===== src/rtl/led_pkg.sv =====
// rtl/led_pkg.sv - shared widths, constants and helpers for the LED frame driver
package led_pkg;

    localparam int LED_W = 16;
    localparam int PWM_W = 8;
    localparam logic [LED_W-1:0] LED_DARK = 16'hFFFF;

    typedef enum logic {
        SLOT_EMPTY = 1'b0,
        SLOT_FULL  = 1'b1
    } slot_state_e;

    function automatic logic [LED_W-1:0] bit_reverse(input logic [LED_W-1:0] v);
        logic [LED_W-1:0] r;
        for (int i = 0; i < LED_W; i++) begin
            r[i] = v[LED_W-1-i];
        end
        return r;
    endfunction

endpackage


===== src/rtl/led_pwm_timer.sv =====
// rtl/led_pwm_timer.sv - clock prescaler and 8-bit PWM counter with period boundary strobe
module led_pwm_timer
    import led_pkg::*;
#(
    parameter int PRESCALE_W = 4
) (
    input  logic             clk,
    input  logic             rst_n,
    output logic             tick,
    output logic             boundary,
    output logic [PWM_W-1:0] pwm_cnt
);

    // One spare bit keeps the prescaler legal when PRESCALE_W is 0.
    localparam int PS_BITS = PRESCALE_W + 1;
    localparam logic [PS_BITS-1:0] PS_MAX = PS_BITS'((1 << PRESCALE_W) - 1);

    logic [PS_BITS-1:0] presc_q, presc_d;
    logic [PWM_W-1:0]   pwm_q, pwm_d;

    always_comb begin
        tick     = (presc_q == PS_MAX);
        boundary = tick && (pwm_q == {PWM_W{1'b1}});
        presc_d  = tick ? '0 : presc_q + PS_BITS'(1);
        pwm_d    = tick ? pwm_q + PWM_W'(1) : pwm_q;
    end

    always_ff @(posedge clk or negedge rst_n) begin
        if (!rst_n) begin
            presc_q <= '0;
            pwm_q   <= '0;
        end else begin
            presc_q <= presc_d;
            pwm_q   <= pwm_d;
        end
    end

    assign pwm_cnt = pwm_q;

endmodule


===== src/rtl/led_frame_driver.sv =====
// rtl/led_frame_driver.sv - single-slot frame buffer with period-aligned PWM LED output
module led_frame_driver
    import led_pkg::*;
#(
    parameter int PRESCALE_W = 4,
    parameter bit B_REVERSE  = 1'b0
) (
    input  logic             clk,
    input  logic             rst_n,
    input  logic             frame_valid,
    output logic             frame_ready,
    input  logic [LED_W-1:0] frame_data,
    input  logic [PWM_W-1:0] brightness,
    output logic [LED_W-1:0] led_a,
    output logic [LED_W-1:0] led_b,
    output logic             frame_shown
);

    logic             tick;
    logic             boundary;
    logic [PWM_W-1:0] pwm_cnt;
    logic             period_end;
    logic             transfer;

    slot_state_e      state_q, state_d;
    logic [LED_W-1:0] pending_q, pending_d;
    logic [LED_W-1:0] active_q, active_d;
    logic [PWM_W-1:0] bright_q, bright_d;
    logic             shown_q, shown_d;
    logic [LED_W-1:0] led_a_q, led_a_d;

    led_pwm_timer #(
        .PRESCALE_W(PRESCALE_W)
    ) u_timer (
        .clk     (clk),
        .rst_n   (rst_n),
        .tick    (tick),
        .boundary(boundary),
        .pwm_cnt (pwm_cnt)
    );

    assign period_end  = tick && boundary;
    assign frame_ready = (state_q == SLOT_EMPTY);
    assign transfer    = frame_valid && frame_ready;

    // A frame accepted in the boundary cycle goes to pending; only a frame already
    // waiting in FULL is promoted to active on that boundary.
    always_comb begin
        state_d   = state_q;
        pending_d = pending_q;
        active_d  = active_q;
        bright_d  = bright_q;
        shown_d   = 1'b0;
        unique case (state_q)
            SLOT_EMPTY: begin
                if (transfer) begin
                    pending_d = frame_data;
                    state_d   = SLOT_FULL;
                end
            end
            SLOT_FULL: begin
                if (period_end) begin
                    active_d = pending_q;
                    state_d  = SLOT_EMPTY;
                    shown_d  = 1'b1;
                end
            end
            default: state_d = SLOT_EMPTY;
        endcase
        if (period_end) begin
            bright_d = brightness;
        end
        led_a_d = (pwm_cnt < bright_q) ? active_q : LED_DARK;
    end

    always_ff @(posedge clk or negedge rst_n) begin
        if (!rst_n) begin
            state_q   <= SLOT_EMPTY;
            pending_q <= LED_DARK;
            active_q  <= LED_DARK;
            bright_q  <= '0;
            shown_q   <= 1'b0;
            led_a_q   <= LED_DARK;
        end else begin
            state_q   <= state_d;
            pending_q <= pending_d;
            active_q  <= active_d;
            bright_q  <= bright_d;
            shown_q   <= shown_d;
            led_a_q   <= led_a_d;
        end
    end

    assign led_a       = led_a_q;
    assign led_b       = B_REVERSE ? bit_reverse(led_a_q) : led_a_q;
    assign frame_shown = shown_q;

endmodule


===== config.mk =====
export PLATFORM = sky130hd
export DESIGN_NAME = led_frame_driver
export DESIGN_NICKNAME = d
export VERILOG_FILES = /design/src/rtl/led_pkg.sv /design/src/rtl/led_pwm_timer.sv /design/src/rtl/led_frame_driver.sv
export SDC_FILE = /design/constraint.sdc
export NUM_CORES = 1
export LEC_CHECK = 0
export BUFFER_PORTS_ARGS = -buffer_cell sky130_fd_sc_hd__buf_2
export CORE_MARGIN = 2
export CORE_UTILIZATION = 49
export CTS_CLUSTER_DIAMETER = 150
export CTS_CLUSTER_SIZE = 8
export DETAILED_ROUTE_END_ITERATION = 8
export HOLD_SLACK_MARGIN = 0.12
export PLACE_DENSITY = 0.75
export SKIP_LAST_GASP = 1
export SLEW_MARGIN = 20
export SYNTH_ARGS = -nofsm -noshare
export SYNTH_HDL_FRONTEND = slang
export SYNTH_HIERARCHICAL = 1
export SYNTH_SLANG_ARGS = --single-unit
export TNS_END_PERCENT = 10

===== constraint.sdc =====
create_clock -name clk -period 1.9 [get_ports clk]
set_input_delay 0.19 -clock clk [delete_from_list [all_inputs] [get_ports clk]]
set_output_delay 0.19 -clock clk [all_outputs]
set_load 0.02 [all_outputs]

==> results_tabular.tex, run 1 <==
\begin{tabular}{lr}
\hline
Metric & Value \\
\hline
\multicolumn{2}{l}{\textbf{Layout}} \\
Nets@finish & 345 \\
Post-route cell area & 3990 sq um \\
Antenna diode count & 0 \\
Multi-input combinational cell area & 1110 sq um \\
Post-synthesis to final-layout area growth & 26.6\% \\
Layout cell share with drive strength beyond 1 & 62.1\% \\
Non-filler instance count after layout & 391 \\
FF/Latch Area & 1840 sq um \\
Post-route core utilization & 63.6\% \\
Total of fill cells in the finished design & 476 \\
\multicolumn{2}{l}{\textbf{Detailed routing}} \\
DRC viols & 0 \\
Routed length per placed instance & 14.6 um \\
Initial detailed-routing violation count & 49 \\
Count of TritonRoute iterations in the first routing pass & 4 \\
Routed via count & 1939 \\
Remaining antenna violation count & 0 \\
Mean number of vias per cell & 4.96 \\
Detailed-route wire length & 5.69 mm \\
\multicolumn{2}{l}{\textbf{Floorplan}} \\
Starting utilization of the core area & 50.2\% \\
Rows & 29 \\
\# IOs & 61 \\
Die width & 84.2 um \\
Area of the die & 7090 sq um \\
Die boundary height & 84.2 um \\
Core region area & 6280 sq um \\
\multicolumn{2}{l}{\textbf{Placed design}} \\
Number of placed cells counting well taps & 347 \\
DPL Wire Length & 3.70 mm \\
Total cell area at the placement stage & 3470 sq um \\
Number of port buffers & 60 \\
Final weighted congestion of routability-driven global placement & 0.717 \\
Pre-CTS WS & -0.0191 ns \\
\multicolumn{2}{l}{\textbf{Clocking}} \\
Total number of H-tree levels & 3 \\
Number of clock sinks & 71 \\
Clock Pin Slew Worst Setup and Hold Paths & 0.08 ns \\
Root cell of the clock tree & sky130\_fd\_sc\_hd\_\_clkbuf\_8 \\
Maximum clock insertion buffer count & 2 \\
Total clock buffers created by CTS & 9 \\
TritonCTS clock tree & built \\
Skew-Pair Late Insertion Delay & 0.34 ns \\
\multicolumn{2}{l}{\textbf{STA}} \\
Fin Clk Skew & 0.0105 ns \\
Part of the cycle the worst path needs & 96.9\% \\
Slew of the pin with the lowest slew margin & 0.439 ns \\
Number of pins exceeding their max-slew limit in the final report & 0 \\
Max Clock Freq & 0.543 GHz \\
Final number of setup-violating endpoints & 0 \\
Slew HR & 70.7\% \\
Number of hold-slack violations in the final timing report & 0 \\
Clock period minus final worst setup slack & 1.84 ns \\
Post-Route Setup TNS & 0 ns \\
Setup WS post-layout & 0.0594 ns \\
Setup repair after global routing missed its margin & false \\
\multicolumn{2}{l}{\textbf{Critical path}} \\
Data required time at the worst endpoint & 2.17 ns \\
Worst Path Arrival & 2.11 ns \\
Count of buffering cells on the critical path with inverters included & 1 \\
Kind of end point of the critical path & flop \\
Family with the most delay on the worst path & simple AND/OR/NAND/NOR gates \\
Reg-to-reg critical path startpoint & u\_timer/presc\_q[0] \\
Cell at the slowest stage of the critical path & sky130\_fd\_sc\_hd\_\_dfrtp\_1 \\
Start point of the critical path & u\_timer/presc\_q[0] \\
Crit path kind & flop to flop \\
Stage delay of the slowest cell on the critical path & 0.41 ns \\
Cell chain of the critical path & ha\_2, and4b\_4, and3\_2, and3\_4, nand3\_4, clkbuf\_16, mux2\_2 \\
Crit path launch type & flop \\
CP max FO & 8 \\
\multicolumn{2}{l}{\textbf{Power and ir drop}} \\
Static leakage & 1.93 nW \\
P per Cell Area & 787 nW/um\^{}2 \\
Max rail drop VDD & 0.000535 V \\
\multicolumn{2}{l}{\textbf{Logic synthesis}} \\
Synth top area cells & sky130\_fd\_sc\_hd\_\_dfstp\_2 40\%, sky130\_fd\_sc\_hd\_\_dfrtp\_1 18\%, sky130\_fd\_sc\_hd\_\_mux2\_2 15\% \\
Synthesized-area fraction occupied by ao, oa, aoi and oai cells & 7.50\% \\
Post-synthesis average cell area & 14.0 sq um \\
Multiplexer share of the synthesized area & 14.6\% \\
Most used standard cells in the synthesized netlist & 48 x sky130\_fd\_sc\_hd\_\_dfstp\_2, 41 x sky130\_fd\_sc\_hd\_\_mux2\_2, 23 x sky130\_fd\_sc\_hd\_\_dfrtp\_1, 20 x sky130\_fd\_sc\_hd\_\_nor2\_1, 17 x sky130\_fd\_sc\_hd\_\_buf\_4 \\
Distinct cells, synth & 32 \\
Synth Area in XOR/XNOR & 2.50\% \\
Dominant cell by count in the synthesized netlist & sky130\_fd\_sc\_hd\_\_dfstp\_2 \\
Post-synth EDFFs & 0 \\
Synthesized Nets & 262 \\
Seq/Total Area, Yosys & 58.2\% \\
Top cell type's share of synthesized area & 40.0\% \\
Post-Syn Area & 3150 sq um \\
Adder-Cell Fraction of Synth Area & 3.57\% \\
Flip-flop and latch count after synthesis & 71 \\
Leading area contributor after synthesis & sky130\_fd\_sc\_hd\_\_dfstp\_2 \\
Async set-reset flop share out of synthesis & 100\% \\
Yosys warning count & 6 \\
Area share of and/or/nand/nor cells after synthesis & 6.58\% \\
Dominant synthesized flop cell & sky130\_fd\_sc\_hd\_\_dfstp\_2 \\
Main combinational cell family by area after synthesis & multiplexers \\
Cells after Synth & 226 \\
\multicolumn{2}{l}{\textbf{Worst hold path}} \\
Classification of the worst-slack hold path & primary input to async pin \\
\multicolumn{2}{l}{\textbf{GRT}} \\
Maximum number of pins on one net before global-route repair & 72 \\
Vias in the first global route & 1945 \\
Aggregate global routing overflow & 0 \\
Overall Global Routing Usage & 17.5\% \\
Wire length of the first global-routing pass & 9.50 mm \\
Antenna violations before repair & 0 \\
\multicolumn{2}{l}{\textbf{Run status}} \\
Result of the run & completed \\
\multicolumn{2}{l}{\textbf{Job}} \\
Reported max-cap violation count & 0 \\
\hline
\end{tabular}
## final cells by class
cell class | instances | share of cell area (%)
Clock buffer | 9 | 3.10
Clock inverter | 7 | 2.35
Inverter | 10 | 0.940
Multi-Input combinational cell | 121 | 27.9
Sequential cell | 71 | 46.0
Tap cell | 77 | 2.41
Timing Repair Buffer | 96 | 17.3
## state kept, by name, indices dropped and copies added (netlist names)
| name | flops |
|---|---|
| state_q | 1 |
| frame_shown | 1 |
| bright_q | 8 |
| led_a | 16 |
| active_q | 16 |
| u_timer/presc_q | 5 |
| pending_q | 16 |
| u_timer/pwm_cnt | 8 |
## timing repair
item	in CTS	in global routing
resized for setup	1	4
buffers inserted	0	1
gates cloned	0	1
setup endpoints to repair	8	24
endpoints found under the hold margin	48	0
hold buffers	26	0
pin swaps	0	1
## report_power, final
part / total [mW] / switching (mW) / leakage (nW) / internal (mW)
Clock: 1.31 / 0.567 / 0.114 / 0.742
Combinational: 0.204 / 0.0892 / 1.03 / 0.114
Sequential: 1.63 / 0.0310 / 0.781 / 1.60
## final timing paths
kind | endpoint | slack, ns | depth (start not counted)
max | active_q[13] | 0.06 | 7
min | state_q | 0.39 | 3
min in group clk | u_timer/presc_q[0] | 0.49 | 1
max reg2reg | active_q[13] | 0.06 | 7
min reg2reg | u_timer/presc_q[0] | 0.49 | 1
max in group asynchronous | pending_q[15] | 1.17 | 3
## layout by cell type, fill, tap and decap left out, types with 2 or more instances in the layout
| master | instances |
|---|---|
| sky130_fd_sc_hd__dfstp_2 | 48 |
| sky130_fd_sc_hd__clkinv_2 | 2 |
| sky130_fd_sc_hd__nand2_1 | 3 |
| sky130_fd_sc_hd__o211ai_2 | 10 |
| sky130_fd_sc_hd__ha_1 | 8 |
| sky130_fd_sc_hd__and3_1 | 2 |
| sky130_fd_sc_hd__xnor2_1 | 5 |
| sky130_fd_sc_hd__and3_2 | 2 |
| sky130_fd_sc_hd__dlygate4sd3_1 | 26 |
| sky130_fd_sc_hd__nand4_1 | 3 |
| sky130_fd_sc_hd__nor2_1 | 20 |
| sky130_fd_sc_hd__buf_4 | 6 |
| sky130_fd_sc_hd__inv_1 | 10 |
| sky130_fd_sc_hd__xor2_1 | 4 |
| sky130_fd_sc_hd__buf_12 | 3 |
| sky130_fd_sc_hd__clkbuf_8 | 9 |
| sky130_fd_sc_hd__mux2_2 | 41 |
| sky130_fd_sc_hd__a21o_1 | 2 |
| sky130_fd_sc_hd__bufinv_16 | 2 |
| sky130_fd_sc_hd__dfrtp_1 | 23 |
| sky130_fd_sc_hd__buf_2 | 60 |
| sky130_fd_sc_hd__o211ai_1 | 6 |
## layer usage
metal | track usage (%) | wire length, um | part of all wire, % | up-vias
met2 | 26.0 | 2700 | 48 | 48
met1 | 24.0 | 2660 | 47 | 950
met3 | 4.72 | 258 | 4.5 | 6
met5 | 0 | 0 | 0 | -
met4 | 7.92 | 70 | 1.2 | 0
li1 | - | - | - | 935
## worst min-delay path, stage by stage
cell and delay, ns:
sky130_fd_sc_hd__dlygate4sd3_1 0.52, sky130_fd_sc_hd__buf_2 0.12, sky130_fd_sc_hd__buf_12 0.30
## cell families (layout without fill, tap and decap cells)
logic type / Yosys count / in the layout
multiplexers: 41 / 41
flip-flops: 71 / 71
buffers and inverters: 34 / 122
AND/OR/NAND/NOR: 40 / 40
adder cells (fa/ha/maj): 9 / 9
AO/OA/AOI/OAI: 22 / 22
XOR/XNOR: 9 / 9
## stage by stage
stage | power, mW | hold WS (ns)
global placement | 1.81 | 0.232
CTS | 3.18 | 0.408
floorplan | 1.73 | -0.106
global route | 3.27 | 0.439
finish | 3.14 | 0.392
detailed placement | 1.82 | 0.237
Note: power is estimated with default switching activity, not from simulation.
==> run 2, diff against run 1 <==
- CAP_MARGIN: default -> 5
- CORE_UTILIZATION: 49 -> 50
- CTS_CLUSTER_DIAMETER: 150 -> 80
- PLACE_DENSITY: 0.75 -> 0.73
- clock period: 1.9 -> 2.33 ns (I/O delays scaled with it)
==> run 2 against run 1 <==
  * Sequential power is 18% lower
  * Flip-flop and latch count unchanged
  * Clock skew shrank 0.0057 ns
  * Fmax is 10% lower
  * Die area shrank 1.9%
  * Clock power decreased by 33%
==> results_tabular.tex, run 2 (synthesis results as in run 1) <==
\begin{tabular}{lr}
\hline
Metric & Value \\
\hline
\multicolumn{2}{l}{\textbf{Power and ir drop}} \\
Switching share of total power & 22.3\% (+0.46 points) \\
P per Cell Area & 620 nW/um\^{}2 (-21\%) \\
Proportion of power drawn by combinational gates & 6.4\% (about the same) \\
Internal power & 1.83 mW (-25\%) \\
Max rail drop VDD & 0.000397 V (-26\%) \\
Static leakage & 1.85 nW (-4.3\%) \\
Clock Power Share & 37.4\% (-4.3 points) \\
Seq pwr share & 56.2\% (+4.4 points) \\
Switching power of the nets & 0.527 mW (-23\%) \\
\multicolumn{2}{l}{\textbf{Clocking}} \\
Skew-Pair Late Insertion Delay & 0.34 ns (about the same) \\
Total clock buffers created by CTS & 9 (unchanged) \\
Number of clock sinks & 71 (unchanged) \\
Root cell of the clock tree & sky130\_fd\_sc\_hd\_\_clkbuf\_8 \\
TritonCTS clock tree & built \\
Maximum clock insertion buffer count & 2 (unchanged) \\
Number of cells upsized or downsized after cts & 0 (-1) \\
Total number of H-tree levels & 3 (unchanged) \\
Clock Pin Slew Worst Setup and Hold Paths & 0.07 ns (about the same) \\
\multicolumn{2}{l}{\textbf{Floorplan}} \\
Core region area & 6030 sq um (-4.0\%) \\
Rows & 28 (-3.4\%) \\
Area of the die & 6960 sq um (-1.9\%) \\
\# IOs & 61 (unchanged) \\
Die width & 83.4 um (-0.96\%) \\
Starting utilization of the core area & 52.3\% (+2.1 points) \\
Die boundary height & 83.4 um (-0.96\%) \\
\multicolumn{2}{l}{\textbf{GRT}} \\
Antenna violations before repair & 0 (unchanged) \\
Aggregate global routing overflow & 0 (unchanged) \\
Overall Global Routing Usage & 16.6\% (-0.87 points) \\
Maximum number of pins on one net before global-route repair & 31 (-57\%) \\
Wire length of the first global-routing pass & 9.12 mm (-4.0\%) \\
Vias in the first global route & 1893 (-2.7\%) \\
\multicolumn{2}{l}{\textbf{Placed design}} \\
Total cell area at the placement stage & 3420 sq um (-1.4\%) \\
Number of port buffers & 60 (unchanged) \\
Pre-CTS WS & 0.275 ns (+0.294 ns) \\
Final weighted congestion of routability-driven global placement & 0.766 (+6.9\%) \\
DPL Wire Length & 3.73 mm (+0.61\%) \\
\multicolumn{2}{l}{\textbf{Layout}} \\
Layout cell share with drive strength beyond 1 & 61.6\% (-0.46 points) \\
Most common cell after layout, fill and taps aside & sky130\_fd\_sc\_hd\_\_buf\_2 \\
Post-route cell area & 3800 sq um (-4.8\%) \\
Post-route core utilization & 63.1\% (-0.52 points) \\
Antenna diode count & 0 (unchanged) \\
Nets@finish & 336 (-2.6\%) \\
Total of fill cells in the finished design & 497 (+4.4\%) \\
Most frequent cells in the layout & 60 x sky130\_fd\_sc\_hd\_\_buf\_2, 48 x sky130\_fd\_sc\_hd\_\_dfstp\_2, 41 x sky130\_fd\_sc\_hd\_\_mux2\_2 \\
Post-synthesis to final-layout area growth & 20.5\% \\
\multicolumn{2}{l}{\textbf{Critical path}} \\
Cell chain of the critical path & ha\_1, and4b\_4, and3\_2, and3\_1, nand2\_1, mux2\_2 \\
Depth of the most critical reg-to-reg path & 6 (-1) \\
Crit path launch type & flop \\
Cell at the slowest stage of the critical path & sky130\_fd\_sc\_hd\_\_dfrtp\_1 \\
CP max FO & 14 (+6) \\
Worst-case register-to-register setup slack & 0.28 ns (+0.22 ns) \\
Worst Path Arrival & 2.27 ns (+0.16 ns) \\
Stage delay of the slowest cell on the critical path & 0.39 ns (-0.02 ns) \\
Data required time at the worst endpoint & 2.55 ns (+0.38 ns) \\
Reg2reg end & bright\_q[0] \\
Crit path kind & flop to flop \\
Family with the most delay on the worst path & simple AND/OR/NAND/NOR gates \\
Reg-to-reg critical path startpoint & u\_timer/presc\_q[0] \\
Count of buffering cells on the critical path with inverters included & 0 (-1) \\
Kind of end point of the critical path & flop \\
\multicolumn{2}{l}{\textbf{STA}} \\
Post-Route Setup TNS & 0 ns (unchanged) \\
Number of hold-slack violations in the final timing report & 0 (unchanged) \\
Part of the cycle the worst path needs & 88.1\% (-8.8 points) \\
Max Clock Freq & 0.487 GHz (-10\%) \\
Slew of the pin with the lowest slew margin & 0.667 ns (+0.227 ns) \\
Number of pins exceeding their max-slew limit in the final report & 0 (unchanged) \\
Setup repair after global routing missed its margin & false \\
Final number of setup-violating endpoints & 0 (unchanged) \\
Setup WS post-layout & 0.277 ns (+0.217 ns) \\
Fin Clk Skew & 0.00476 ns (-0.00573 ns) \\
Slew HR & 55.6\% (-15 points) \\
Clock period minus final worst setup slack & 2.05 ns (+0.213 ns) \\
\multicolumn{2}{l}{\textbf{Detailed routing}} \\
Remaining antenna violation count & 0 (unchanged) \\
Routed length per placed instance & 13.8 um (-5.3\%) \\
Detailed-route wire length & 5.24 mm (-8.0\%) \\
Routed via count & 1878 (-3.1\%) \\
Initial detailed-routing violation count & 98 (+100\%) \\
Count of TritonRoute iterations in the first routing pass & 4 (unchanged) \\
Mean number of vias per cell & 4.94 (-0.34\%) \\
DRC viols & 0 (unchanged) \\
\multicolumn{2}{l}{\textbf{Worst hold path}} \\
Hold wc startpoint & brightness[5] \\
Classification of the worst-slack hold path & primary input to flop \\
Cells on Worst Hold Path & 2 \\
Hold EP & bright\_q[5] \\
\multicolumn{2}{l}{\textbf{Run status}} \\
Result of the run & completed \\
\multicolumn{2}{l}{\textbf{Job}} \\
Reported max-cap violation count & 0 (unchanged) \\
\hline
\end{tabular}
-- run 2: cell type report --
type	instances	area, sq um	area share [%]
sequential	71	1840	48.3
multi-input combinational	121	1100	28.9
timing repair buffer	87	553	14.5
clock buffer	11	153	4.01
tap	75	93.8	2.47
inverter	10	37.5	0.987
clock inverter	5	31.3	0.823
-- run 2: worst max-delay path by stage --
stage,from,endpoint,depth (start not counted)
after detailed placement,u_timer/presc_q[0],bright_q[0],6
after CTS,u_timer/presc_q[0],bright_q[0],6
after global routing,u_timer/presc_q[0],bright_q[0],6
final,u_timer/presc_q[0],bright_q[0],6
after floorplan,u_timer/presc_q[0],active_q[10],7
after global placement,u_timer/presc_q[0],bright_q[3],6
-- run 2: power by group through the flow --
stage	Combinational, mW	Clock (mW)	Sequential, mW
after global placement	0.124	0	1.35
final	0.151	0.882	1.33
after floorplan	0.0717	0	1.34
after global routing	0.168	0.971	1.33
after detailed placement	0.128	0	1.35
after CTS	0.153	0.910	1.33
-- run 2: repair_timing --
action,in CTS,in global routing
endpoints found under the hold margin,34,0
hold buffers,20,0
buffers inserted,0,0
-- run 2: through the flow --
| step | total power, mW | hold slack, ns | cells |
|---|---|---|---|
| after floorplan | 1.41 | -0.0626 | 226 |
| after global placement | 1.47 | 0.288 | 344 |
| after detailed placement | 1.47 | 0.304 | 344 |
| after CTS | 2.39 | 0.121 | 380 |
| after global routing | 2.47 | 0.130 | 380 |
| final | 2.36 | 0.131 | 380 |
-- run 2: layer usage --
metal | vias up | share of wire (%) | GRT usage [%]
li1 | 914 | - | -
met1 | 906 | 48 | 24.5
met2 | 48 | 45 | 23.5
met3 | 10 | 4.2 | 3.08
met4 | 0 | 2.3 | 8.36
met5 | - | 0 | 0
==> run 3, diff against run 2 <==
- SYNTH_HIERARCHICAL: 1 -> default
- clock period: 2.33 -> 2.1 ns (I/O delays scaled with it)
==> run 3 against run 2 <==
  * First-iteration DRC count shrank 22%
  * Largest power group unchanged
  * Largest cell class unchanged
  * Clock-buffer cell count grew 2
  * Core utilization up 1.7 points
  * Critical path type unchanged
  * Via count increased by 0.69%
  * Highest routed layer unchanged
  * Global-route usage hardly changed
  * Clock power grew 12%
==> results_tabular.tex, run 3 <==
\begin{tabular}{lr}
\hline
Metric & Value \\
\hline
\multicolumn{2}{l}{\textbf{STA}} \\
Slew HR & 69.7\% (+14 points) \\
Final number of setup-violating endpoints & 0 (unchanged) \\
Number of hold-slack violations in the final timing report & 0 (unchanged) \\
Post-Route Setup TNS & 0 ns (unchanged) \\
Setup repair after global routing missed its margin & false \\
Clock period minus final worst setup slack & 1.90 ns (-0.151 ns) \\
Min Hold Slack & 0.151 ns (+0.0204 ns) \\
Slew of the pin with the lowest slew margin & 0.454 ns (-0.213 ns) \\
Max Clock Freq & 0.526 GHz (+7.9\%) \\
Fin Clk Skew & 0.00739 ns (+0.00262 ns) \\
Part of the cycle the worst path needs & 90.6\% (+2.5 points) \\
Number of pins exceeding their max-slew limit in the final report & 0 (unchanged) \\
Setup WS post-layout & 0.198 ns (-0.0790 ns) \\
\multicolumn{2}{l}{\textbf{GRT}} \\
Met2 usage in global routing & 24.8\% (+1.2 points) \\
Overall Global Routing Usage & 16.6\% (-0.043 points) \\
Wire length of the first global-routing pass & 9.04 mm (-0.90\%) \\
Maximum number of pins on one net before global-route repair & 72 (+130\%) \\
Most used routing layer in global routing & met2 \\
Vias in the first global route & 1946 (+2.8\%) \\
Antenna violations before repair & 0 (unchanged) \\
Aggregate global routing overflow & 0 (unchanged) \\
Met1 usage & 22.7\% (-1.7 points) \\
Met3 GRT Util & 3.28\% (+0.20 points) \\
\multicolumn{2}{l}{\textbf{Power and ir drop}} \\
Switching power of the nets & 0.564 mW (+7.0\%) \\
Clock Power Share & 37.5\% (about the same) \\
Static leakage & 1.86 nW (+0.97\%) \\
Max rail drop VDD & 0.000352 V (-11\%) \\
Internal power & 2.07 mW (+13\%) \\
Switching share of total power & 21.4\% (-0.90 points) \\
Proportion of power drawn by combinational gates & 6.5\% (about the same) \\
P per Cell Area & 678 nW/um\^{}2 (+9.3\%) \\
Seq pwr share & 55.9\% (-0.3 points) \\
\multicolumn{2}{l}{\textbf{Logic synthesis}} \\
Synth top area cells & sky130\_fd\_sc\_hd\_\_dfstp\_2 40\%, sky130\_fd\_sc\_hd\_\_dfrtp\_1 18\%, sky130\_fd\_sc\_hd\_\_mux2\_2 11\% \\
Seq/Total Area, Yosys & 58.7\% (+0.47 points) \\
Async set-reset flop share out of synthesis & 100\% (unchanged) \\
Synthesized-area fraction occupied by ao, oa, aoi and oai cells & 5.64\% (-1.9 points) \\
Adder-Cell Fraction of Synth Area & 3.60\% (+0.029 points) \\
Post-Syn Area & 3130 sq um (-0.79\%) \\
Cells after Synth & 230 (+1.8\%) \\
Area share of and/or/nand/nor cells after synthesis & 5.80\% (-0.79 points) \\
Distinct cells, synth & 30 (-6.3\%) \\
Flip-flop and latch count after synthesis & 71 (unchanged) \\
Dominant synthesized flop cell & sky130\_fd\_sc\_hd\_\_dfstp\_2 \\
Multiplexer share of the synthesized area & 15.4\% (+0.72 points) \\
Dominant cell by count in the synthesized netlist & sky130\_fd\_sc\_hd\_\_dfstp\_2 \\
Most used standard cells in the synthesized netlist & 48 x sky130\_fd\_sc\_hd\_\_dfstp\_2, 31 x sky130\_fd\_sc\_hd\_\_mux2\_2, 26 x sky130\_fd\_sc\_hd\_\_inv\_1, 23 x sky130\_fd\_sc\_hd\_\_dfrtp\_1 \\
Post-synth EDFFs & 0 (unchanged) \\
Top cell type's share of synthesized area & 40.3\% (+0.32 points) \\
Synth Area in XOR/XNOR & 2.52\% (+0.020 points) \\
Synthesized Nets & 266 (+1.5\%) \\
Main combinational cell family by area after synthesis & multiplexers \\
Leading area contributor after synthesis & sky130\_fd\_sc\_hd\_\_dfstp\_2 \\
Yosys warning count & 0 (-6) \\
Post-synthesis average cell area & 13.6 sq um (-2.5\%) \\
\multicolumn{2}{l}{\textbf{Detailed routing}} \\
Mean number of vias per cell & 4.85 (-1.9\%) \\
Initial detailed-routing violation count & 76 (-22\%) \\
Count of TritonRoute iterations in the first routing pass & 4 (unchanged) \\
Remaining antenna violation count & 0 (unchanged) \\
Routed length per placed instance & 13.4 um (-3.0\%) \\
Detailed-route wire length & 5.21 mm (-0.50\%) \\
Routed via count & 1891 (+0.69\%) \\
DRC viols & 0 (unchanged) \\
\multicolumn{2}{l}{\textbf{Floorplan}} \\
Area of the die & 6910 sq um (-0.75\%) \\
Rows & 28 (unchanged) \\
Die width & 83.1 um (-0.38\%) \\
Starting utilization of the core area & 52.2\% (-0.11 points) \\
Core region area & 5990 sq um (-0.58\%) \\
\# IOs & 61 (unchanged) \\
Die boundary height & 83.1 um (-0.38\%) \\
\multicolumn{2}{l}{\textbf{Critical path}} \\
Data required time at the worst endpoint & 2.36 ns (-0.19 ns) \\
Crit path launch type & flop \\
Crit path kind & flop to flop \\
CP max FO & 18 (+4) \\
Kind of end point of the critical path & flop \\
Worst Path Arrival & 2.16 ns (-0.11 ns) \\
\multicolumn{2}{l}{\textbf{Layout}} \\
Post-route core utilization & 64.8\% (+1.7 points) \\
Most common cell after layout, fill and taps aside & sky130\_fd\_sc\_hd\_\_buf\_2 \\
Most frequent cells in the layout & 60 x sky130\_fd\_sc\_hd\_\_buf\_2, 48 x sky130\_fd\_sc\_hd\_\_dfstp\_2, 31 x sky130\_fd\_sc\_hd\_\_mux2\_2 \\
Post-synthesis to final-layout area growth & 24.0\% \\
Nets@finish & 346 (+3.0\%) \\
Layout cell share with drive strength beyond 1 & 54.6\% (-7.0 points) \\
Antenna diode count & 0 (unchanged) \\
\multicolumn{2}{l}{\textbf{Clocking}} \\
Skew-Pair Late Insertion Delay & 0.33 ns (about the same) \\
Post-CTS setup buffer count & 0 (unchanged) \\
Maximum clock insertion buffer count & 2 (unchanged) \\
Root cell of the clock tree & sky130\_fd\_sc\_hd\_\_clkbuf\_8 \\
Total clock buffers created by CTS & 9 (unchanged) \\
Total number of H-tree levels & 3 (unchanged) \\
Clock Pin Slew Worst Setup and Hold Paths & 0.07 ns (about the same) \\
TritonCTS clock tree & built \\
Number of clock sinks & 71 (unchanged) \\
\multicolumn{2}{l}{\textbf{Job}} \\
Reported max-cap violation count & 0 (unchanged) \\
\multicolumn{2}{l}{\textbf{Run status}} \\
Result of the run & completed \\
\multicolumn{2}{l}{\textbf{Placed design}} \\
Pre-CTS WS & 0.226 ns (-0.0491 ns) \\
DPL Wire Length & 3.49 mm (-6.3\%) \\
Number of port buffers & 60 (unchanged) \\
Final weighted congestion of routability-driven global placement & 0.738 (-3.7\%) \\
\multicolumn{2}{l}{\textbf{Worst hold path}} \\
Classification of the worst-slack hold path & primary input to flop \\
\hline
\end{tabular}
[run 3: timing repair]
| action | CTS | global route |
|---|---|---|
| gates resized for setup | 0 | 0 |
| hold buffers | 25 | 0 |
| endpoints found under the hold margin | 47 | 0 |
[run 3: layout make-up]
| class | count | area, sq um |
|---|---|---|
| inverter | 26 | 97.6 |
| clock inverter | 3 | 17.5 |
| multi-input combinational | 109 | 1030 |
| sequential | 71 | 1840 |
| tap | 75 | 93.8 |
| clock buffer | 13 | 169 |
| fill | 445 | 2110 |
| timing repair buffer | 93 | 636 |
[run 3: per-layer routing]
layer	wire [um]	up-vias
met5	0	-
met2	2320	52
met1	2550	885
met4	113	0
met3	232	9
li1	-	945
[run 3: cell families (layout without fill, tap and decap cells)]
logic type      Yosys count  after routing
fa+ha+maj                 9              9
mux                      40             40
flops                    71             71
buf+inv                  50            135
simple gates             29             29
xor+xnor                  9              9
compound gates           22             22
[run 3: per-stage QoR]
step / std cells / power [mW] / instance area, sq um
after detailed placement: 349 / 1.63 / 3440
after CTS: 390 / 2.65 / 3880
after global routing: 390 / 2.74 / 3880
final: 390 / 2.63 / 3880
after floorplan: 230 / 1.55 / 3130
after global placement: 349 / 1.62 / 3440
[run 3: power by group through the flow]
stage                     sequential [mW]  combinational (mW)  clock, mW
after detailed placement             1.49               0.137          0
after floorplan                      1.48              0.0688          0
after global placement               1.49               0.133          0
after global routing                 1.48               0.192       1.07
after CTS                            1.47               0.173       1.01
final                                1.47               0.172      0.988
[run 3: final timing paths]
kind,from,endpoint,slack [ns],depth (start not counted)
min in group asynchronous,rst_n,frame_shown,0.41,3
min,frame_data[6],pending_q[6],0.15,2
max in group asynchronous,rst_n,pending_q[1],1.34,3
min reg2reg,u_timer.presc_q[0],u_timer.presc_q[0],0.47,1
max reg2reg,u_timer.presc_q[0],active_q[10],0.20,6
max,u_timer.presc_q[0],active_q[10],0.20,6
[run 3: critical path: stages (launching register included)]
cell                       delay [ns]
sky130_fd_sc_hd__dfrtp_1         0.38
sky130_fd_sc_hd__ha_1            0.28
sky130_fd_sc_hd__nand4b_4        0.12
sky130_fd_sc_hd__buf_4           0.18
sky130_fd_sc_hd__nor4_4          0.33
sky130_fd_sc_hd__buf_12          0.20
sky130_fd_sc_hd__mux2_2          0.35
